===== config.mk =====
export PLATFORM = sky130hd
export DESIGN_NAME = mult_div_sequencer_flat
export DESIGN_NICKNAME = d
export VERILOG_FILES = /design/src/rtl/mult_div_sequencer_if.sv /design/src/rtl/mult_div_sequencer.sv /design/src/flat_wrapper.sv
export SDC_FILE = /design/constraint.sdc
export NUM_CORES = 1
export LEC_CHECK = 0
export ABC_CLOCK_PERIOD_IN_PS = 3800
export CAP_MARGIN = 25
export CORE_ASPECT_RATIO = 1.4
export CORE_UTILIZATION = 54
export DETAILED_ROUTE_END_ITERATION = 10
export PLACE_DENSITY_LB_ADDON = 0.05
export SLEW_MARGIN = 15
export SYNTH_ARGS = -nofsm -noshare
export SYNTH_HDL_FRONTEND = slang
export SYNTH_SLANG_ARGS = --single-unit

===== constraint.sdc =====
create_clock -name clck -period 3.8 [get_ports clck]
set_clock_uncertainty 0.2 [all_clocks]
set_input_delay 0.76 -clock clck [delete_from_list [all_inputs] [get_ports clck]]
set_output_delay 0.76 -clock clck [all_outputs]
set_load 0.05 [all_outputs]

===== src/rtl/mult_div_sequencer_if.sv =====
// Handshake and result bus between the control unit (master) and the
// multiply/divide sequencer (slave).
interface mult_div_sequencer_if #(
    parameter int WIDTH = 32
);
    logic             start;
    logic             op;
    logic [WIDTH-1:0] a_in;
    logic [WIDTH-1:0] b_in;
    logic             busy;
    logic             done;
    logic             div_zero;
    logic [WIDTH-1:0] hi_out;
    logic [WIDTH-1:0] lo_out;

    modport master (
        output start, op, a_in, b_in,
        input  busy, done, div_zero, hi_out, lo_out
    );

    modport slave (
        input  start, op, a_in, b_in,
        output busy, done, div_zero, hi_out, lo_out
    );
endinterface


===== src/rtl/mult_div_sequencer.sv =====
// Iterative signed multiply (radix-2 Booth) / divide (restoring) engine
// with HI/LO result registers for the multicycle control unit.
module mult_div_sequencer #(
    parameter int WIDTH = 32
) (
    input  logic                 clck,
    input  logic                 reset_n,
    mult_div_sequencer_if.slave  bus
);
    localparam int CW = $clog2(WIDTH + 1);

    localparam logic [2:0] IDLE    = 3'd0;
    localparam logic [2:0] MUL_RUN = 3'd1;
    localparam logic [2:0] DIV_RUN = 3'd2;
    localparam logic [2:0] DIV_FIX = 3'd3;
    localparam logic [2:0] DONE    = 3'd4;

    logic [2:0]       state_q, state_d;
    logic [CW-1:0]    cnt_q, cnt_d;
    logic [2*WIDTH:0] prod_q, prod_d;
    logic [WIDTH-1:0] opnd_q, opnd_d;
    logic [WIDTH-1:0] rem_q, rem_d;
    logic [WIDTH-1:0] quo_q, quo_d;
    logic [WIDTH-1:0] hi_q, hi_d;
    logic [WIDTH-1:0] lo_q, lo_d;
    logic             negq_q, negq_d;
    logic             negr_q, negr_d;
    logic             isdiv_q, isdiv_d;
    logic             dz_q, dz_d;
    logic             busy_q, busy_d;
    logic             done_q, done_d;
    logic             dzo_q, dzo_d;

    logic [WIDTH-1:0] a_mag, b_mag;
    logic [WIDTH:0]   booth_sum;
    logic [WIDTH:0]   div_trial;
    logic             div_keep;

    // Operand magnitudes for the divider; -2^(W-1) maps to 2^(W-1) unsigned.
    always_comb begin
        a_mag = bus.a_in[WIDTH-1] ? (~bus.a_in + WIDTH'(1)) : bus.a_in;
        b_mag = bus.b_in[WIDTH-1] ? (~bus.b_in + WIDTH'(1)) : bus.b_in;
    end

    // Booth add/subtract on the upper half, done one bit wider so that a
    // most-negative multiplicand cannot overflow before the arithmetic shift.
    always_comb begin
        booth_sum = {prod_q[2*WIDTH], prod_q[2*WIDTH:WIDTH+1]};
        case (prod_q[1:0])
            2'b01:   booth_sum = booth_sum + {opnd_q[WIDTH-1], opnd_q};
            2'b10:   booth_sum = booth_sum - {opnd_q[WIDTH-1], opnd_q};
            default: booth_sum = booth_sum;
        endcase
    end

    // Restoring-division trial: the subtraction is kept when it would be
    // non-negative, i.e. when the shifted remainder is >= the divisor.
    always_comb begin
        div_trial = {rem_q, quo_q[WIDTH-1]};
        div_keep  = (div_trial >= {1'b0, opnd_q});
    end

    // Control FSM and datapath next-state.
    always_comb begin
        state_d = state_q;
        cnt_d   = cnt_q;
        prod_d  = prod_q;
        opnd_d  = opnd_q;
        rem_d   = rem_q;
        quo_d   = quo_q;
        hi_d    = hi_q;
        lo_d    = lo_q;
        negq_d  = negq_q;
        negr_d  = negr_q;
        isdiv_d = isdiv_q;
        dz_d    = dz_q;
        busy_d  = (state_q == MUL_RUN) || (state_q == DIV_RUN) || (state_q == DIV_FIX);
        done_d  = (state_q == DONE);
        dzo_d   = (state_q == DONE) && dz_q;
        case (state_q)
            IDLE: begin
                if (bus.start) begin
                    isdiv_d = bus.op;
                    dz_d    = 1'b0;
                    if (!bus.op) begin
                        opnd_d  = bus.a_in;
                        prod_d  = {{WIDTH{1'b0}}, bus.b_in, 1'b0};
                        cnt_d   = CW'(WIDTH);
                        state_d = MUL_RUN;
                    end else if (bus.b_in == '0) begin
                        dz_d    = 1'b1;
                        state_d = DONE;
                    end else begin
                        opnd_d  = b_mag;
                        quo_d   = a_mag;
                        rem_d   = '0;
                        negr_d  = bus.a_in[WIDTH-1];
                        negq_d  = bus.a_in[WIDTH-1] ^ bus.b_in[WIDTH-1];
                        cnt_d   = CW'(WIDTH);
                        state_d = DIV_RUN;
                    end
                end
            end
            MUL_RUN: begin
                prod_d = {booth_sum, prod_q[WIDTH:1]};
                cnt_d  = cnt_q - CW'(1);
                if (cnt_q == CW'(1)) state_d = DONE;
            end
            DIV_RUN: begin
                rem_d = div_keep ? (div_trial[WIDTH-1:0] - opnd_q) : div_trial[WIDTH-1:0];
                quo_d = {quo_q[WIDTH-2:0], div_keep};
                cnt_d = cnt_q - CW'(1);
                if (cnt_q == CW'(1)) state_d = DIV_FIX;
            end
            DIV_FIX: begin
                quo_d   = negq_q ? (~quo_q + WIDTH'(1)) : quo_q;
                rem_d   = negr_q ? (~rem_q + WIDTH'(1)) : rem_q;
                state_d = DONE;
            end
            DONE: begin
                if (!dz_q) begin
                    hi_d = isdiv_q ? rem_q : prod_q[2*WIDTH:WIDTH+1];
                    lo_d = isdiv_q ? quo_q : prod_q[WIDTH:1];
                end
                state_d = IDLE;
            end
            default: state_d = IDLE;
        endcase
    end

    // State and datapath registers with asynchronous active-low reset.
    always_ff @(posedge clck or negedge reset_n) begin
        if (!reset_n) begin
            state_q <= IDLE;
            cnt_q   <= '0;
            prod_q  <= '0;
            opnd_q  <= '0;
            rem_q   <= '0;
            quo_q   <= '0;
            hi_q    <= '0;
            lo_q    <= '0;
            negq_q  <= 1'b0;
            negr_q  <= 1'b0;
            isdiv_q <= 1'b0;
            dz_q    <= 1'b0;
            busy_q  <= 1'b0;
            done_q  <= 1'b0;
            dzo_q   <= 1'b0;
        end else begin
            state_q <= state_d;
            cnt_q   <= cnt_d;
            prod_q  <= prod_d;
            opnd_q  <= opnd_d;
            rem_q   <= rem_d;
            quo_q   <= quo_d;
            hi_q    <= hi_d;
            lo_q    <= lo_d;
            negq_q  <= negq_d;
            negr_q  <= negr_d;
            isdiv_q <= isdiv_d;
            dz_q    <= dz_d;
            busy_q  <= busy_d;
            done_q  <= done_d;
            dzo_q   <= dzo_d;
        end
    end

    assign bus.busy     = busy_q;
    assign bus.done     = done_q;
    assign bus.div_zero = dzo_q;
    assign bus.hi_out   = hi_q;
    assign bus.lo_out   = lo_q;
endmodule


===== src/flat_wrapper.sv =====
// flat-port wrapper written by rule: the top's interface ports become plain ports
module mult_div_sequencer_flat 
#(
    parameter int WIDTH = 32
)
  (clck, reset_n, bus_start, bus_op, bus_a_in, bus_b_in, bus_busy, bus_done, bus_div_zero, bus_hi_out, bus_lo_out);
  mult_div_sequencer_if #(.WIDTH(WIDTH)) bus_i ();
  input  logic clck;
  input  logic reset_n;
  input wire logic [$bits(bus_i.start)-1:0] bus_start;
  input wire logic [$bits(bus_i.op)-1:0] bus_op;
  input wire logic [$bits(bus_i.a_in)-1:0] bus_a_in;
  input wire logic [$bits(bus_i.b_in)-1:0] bus_b_in;
  output wire logic [$bits(bus_i.busy)-1:0] bus_busy;
  output wire logic [$bits(bus_i.done)-1:0] bus_done;
  output wire logic [$bits(bus_i.div_zero)-1:0] bus_div_zero;
  output wire logic [$bits(bus_i.hi_out)-1:0] bus_hi_out;
  output wire logic [$bits(bus_i.lo_out)-1:0] bus_lo_out;
  assign bus_i.start = bus_start;
  assign bus_i.op = bus_op;
  assign bus_i.a_in = bus_a_in;
  assign bus_i.b_in = bus_b_in;
  assign bus_busy = bus_i.busy;
  assign bus_done = bus_i.done;
  assign bus_div_zero = bus_i.div_zero;
  assign bus_hi_out = bus_i.hi_out;
  assign bus_lo_out = bus_i.lo_out;
  mult_div_sequencer #(.WIDTH(WIDTH)) u_core (.clck(clck), .reset_n(reset_n), .bus(bus_i));
endmodule

==> metrics.txt <==
status=complete, but fails checks; violated checks=negative hold slack, negative setup slack; class of the tightest hold or removal check=in2async; number of endpoints with negative hold slack in the final report=8; number of instances in the synthesized netlist=between 2k and 2.5k; initial antenna violation count=0; Total GRT Usage=a little under two fifths; WHS=-0.0147 ns; Switching Share=between 40% and 50%; Worst VDD drop=approximately 550 uV; cell row count=77; share of total power in combinational logic=between 60% and 70%; placeable core region=about 0.032 mm2; Crit path buffers/inverters=0; portion of the clock cycle consumed by the worst path in the final layout=106%; number of H-tree levels=1; area share of the leading cell type in the synthesized netlist=34.4%; cell chosen for the clock root=sky130_fd_sc_hd__clkbuf_16; starting density of the core=roughly 55%; critical path's slowest cell=sky130_fd_sc_hd__or4_4; clock-pin slew reported for the worst setup and hold paths after clock tree synthesis=~0.070 ns; average detailed-routed wire length per instance=between 20 and 25 um; required time reported for the critical path endpoint=between 4 and 5 ns; part of the power in registers=20.2%; flip-flop and latch count after synthesis=roughly 240; top library cells by usage in the layout, fill and taps aside=sky130_fd_sc_hd__buf_4, sky130_fd_sc_hd__dfrtp_1, sky130_fd_sc_hd__o21ai_0; Setup violations, final=11; Routed Wire Length=between 60000 and 70000 um; insertion delay of the later-clocked pin in the worst-skew pair=about 0.57 ns; CP Max Fanout=4; portion of total power attributed to the clock network=12.7%; synth top area cells=sky130_fd_sc_hd__dfrtp_1, sky130_fd_sc_hd__mux2i_1, sky130_fd_sc_hd__o21ai_0; Cell Pwr Density=slightly above 1000 mW/mm2; Total Nets Final=between 2k and 3k; Yosys Warn Count=0; clock tree from TritonCTS=yes; io pins=~140; DRC violation count after routing=0; reg-to-reg setup timing slack=-0.21 ns; die outline width=154 um; Synth Flop Type=sky130_fd_sc_hd__dfrtp_1; number of enable-type register cells in the synthesized netlist=0; Die ar.=about 0.033 mm2; CTS sink count=between 200 and 250; Die Ht=~220 um; Setup Crit Path Kind=reg2reg; post-layout worst setup margin=-0.211 ns; area growth from synthesis to layout=29.8%; crit-path leading delay family=simple AND/OR/NAND/NOR gates; Final ANT Viol Nets=0; number of vias after detailed routing=~18k; total congestion overflow=0; ordered cell list for the critical path=or4_4, nor4b_4, and4_4, and2_4, a31oi_4, xnor2_2, ha_1, a21o_1, a21oi_2, o21a_4, o31ai_4, nor3_2, o211ai_1, a31oi_1, xor2_1, o21ai_1; cell-internal power=between 0.01 and 0.015 W; share of post-route cells with drive strength above 1=about 18%; crit end category=flop; length of the first detailed-routing pass in iterations=5; Power, Total=0.0232 W; share of async-settable or async-resettable flops after synthesis=100%; number of I/O port buffers=roughly 130; reported leakage power=just under 10 nW; highest clock rate=around 0.25 GHz; HPWL reported at the end of detailed placement=approximately 47000 um; routability congestion estimate=between 0.9 and 1; number of distinct library cell variants in the gate-level netlist after synthesis=69; dominant cell type by area after synthesis=sky130_fd_sc_hd__dfrtp_1; via density per instance=between 6 and 7; number of CTS-inserted buffers=27; via count of the first global-routing pass=around 18k; slew at the pin with the worst max-slew slack=just under 0.9 ns; critical path arrival=4.24 ns; startpoint kind of the worst setup timing path=flop; average instance area after synthesis=roughly 8.2 um2; post-layout minimum cycle time=between 4 and 5 ns; Post-Synthesis Net Count=approximately 2.3k; Crit path largest cell delay=~0.57 ns; Max Buffers Root-to-Sink=3; wire length of the first global-routing pass=slightly below 100000 um; Final Max Tran Viols=0; unrepaired setup endpoints after global routing=true; max_cap viols=0; ANT cells=0; summed instance area of the synthesized netlist=between 0.015 and 0.02 mm2; placed cell area=between 0.02 and 0.025 mm2; Detailed Route Iter0 Violations=around 1.3k; tightest slew margin relative to the limit=between 40 and 50%; post-route cell area=about 0.023 mm2; number of fill cells=2581; net switching component of the power=between 0.01 and 0.015 W; sequential-to-total area share from yosys stat=roughly 34%; maximum number of pins on one net before global-route repair=94; most common cell after layout, fill and taps aside=sky130_fd_sc_hd__buf_4
-- Yosys cell counts (13+ instances only) --
cell type,count
sky130_fd_sc_hd__dfrtp_1,241
sky130_fd_sc_hd__o21ai_0,238
sky130_fd_sc_hd__a21oi_1,220
sky130_fd_sc_hd__nand2_1,218
sky130_fd_sc_hd__nor2_1,212
sky130_fd_sc_hd__mux2i_1,123
sky130_fd_sc_hd__clkbuf_1,109
sky130_fd_sc_hd__xnor2_1,94
sky130_fd_sc_hd__ha_1,72
sky130_fd_sc_hd__inv_1,64
sky130_fd_sc_hd__xor2_1,55
sky130_fd_sc_hd__nor3_1,54
sky130_fd_sc_hd__o31ai_1,34
sky130_fd_sc_hd__a21o_1,30
sky130_fd_sc_hd__a22oi_1,25
sky130_fd_sc_hd__nand3_1,24
sky130_fd_sc_hd__a31oi_1,21
sky130_fd_sc_hd__o221ai_1,20
sky130_fd_sc_hd__nor4_1,19
sky130_fd_sc_hd__or4_1,19
sky130_fd_sc_hd__buf_1,18
sky130_fd_sc_hd__or3_1,18
sky130_fd_sc_hd__o211ai_1,17
sky130_fd_sc_hd__nand2b_1,15
sky130_fd_sc_hd__and3_1,13
sky130_fd_sc_hd__o41ai_1,13
-- registers in the layout, indices dropped and copies added (netlist names), 3 cells and up --
signal,cells
u_core.prod_q,65
u_core.bus.hi_out,32
u_core.bus.lo_out,32
u_core.rem_q,32
u_core.opnd_q,32
u_core.cnt_q,6
u_core.quo_q,32
u_core.state_q,3
-- per-stage QoR --
step	hold WS (ns)	utilization, %	setup slack (ns)	TNS, ns	instances
after floorplan	0.264	-	-0.00131	-0.00131	2141
after global placement	0.282	66.7	-0.452	-32.34	2815
after detailed placement	0.291	66.7	-0.517	-40.26	2815
after CTS	0.0475	70.5	-0.169	-0.535	2873
after global routing	0.0526	71.5	-0.376	-3.19	2882
final	-0.0147	71.5	-0.211	-0.951	2882
-- kinds of logic (layout without fill, tap and decap cells) --
group	Yosys count	after routing	share of synthesized area (%)
AOI/OAI and AO/OA	702	702	24.0
xor gates and xnor gates	149	149	7.45
adders and majority gates	74	74	5.37
buffers and inverters	199	545	4.34
DFF	241	241	34.4
muxes	125	125	7.16
and+or+nand+nor	651	651	17.2
-- per-layer routing --
layer / track usage [%] / part of all wire, % / up-vias
met5: 0 / 0 / -
met2: 66.6 / 51 / 656
li1: - / - / 8396
met3: 3.49 / 5.1 / 169
met1: 43.0 / 38 / 8651
met4: 23.7 / 6.2 / 0
-- worst reg2reg max path: cells and delay by family, from the launching register on --
family	cells	cell delay (ns)
simple gates	5	1.44
flops	1	0.39
fa+ha+maj	1	0.32
xor+xnor	2	0.32
compound gates	8	1.19
-- final cells by class --
cell class	count	area, um2	area share [%]
Multi-Input combinational cell	1701	11200	49.3
Sequential cell	241	6040	26.5
Timing Repair Buffer	429	3760	16.5
Clock buffer	35	756	3.32
Tap cell	395	494	2.17
Inverter	66	251	1.11
Clock inverter	15	233	1.02
-- final timing paths --
kind                              startpoint               endpoint  depth (start not counted)
max in group asynchronous            reset_n  u_core.bus.hi_out[20]                          2
max reg2reg                 u_core.opnd_q[4]      u_core.prod_q[61]                         16
max                         u_core.opnd_q[4]      u_core.prod_q[61]                         16
min reg2reg                u_core.prod_q[14]      u_core.prod_q[14]                          2
min in group clck          u_core.prod_q[14]      u_core.prod_q[14]                          2
min                                  reset_n   u_core.bus.hi_out[9]                          1
-- what timing repair did --
item	in CTS	in global routing
gates cloned	0	0
endpoints found under the setup margin	35	59
buffers inserted	8	9
hold buffers	0	0
gates resized for setup	48	48
pin swaps	39	22
-- power by group through the flow --
stage          Clock (W)  Combinational, W  Sequential (W)
4_1_cts          0.00297            0.0148         0.00462
2_1_floorplan          0           0.00912         0.00433
3_5_place_dp           0            0.0142         0.00466
3_3_place_gp           0            0.0139         0.00461
6_report         0.00294            0.0156         0.00468
5_1_grt          0.00306            0.0170         0.00477
Note: power is estimated with default switching activity, not from simulation.
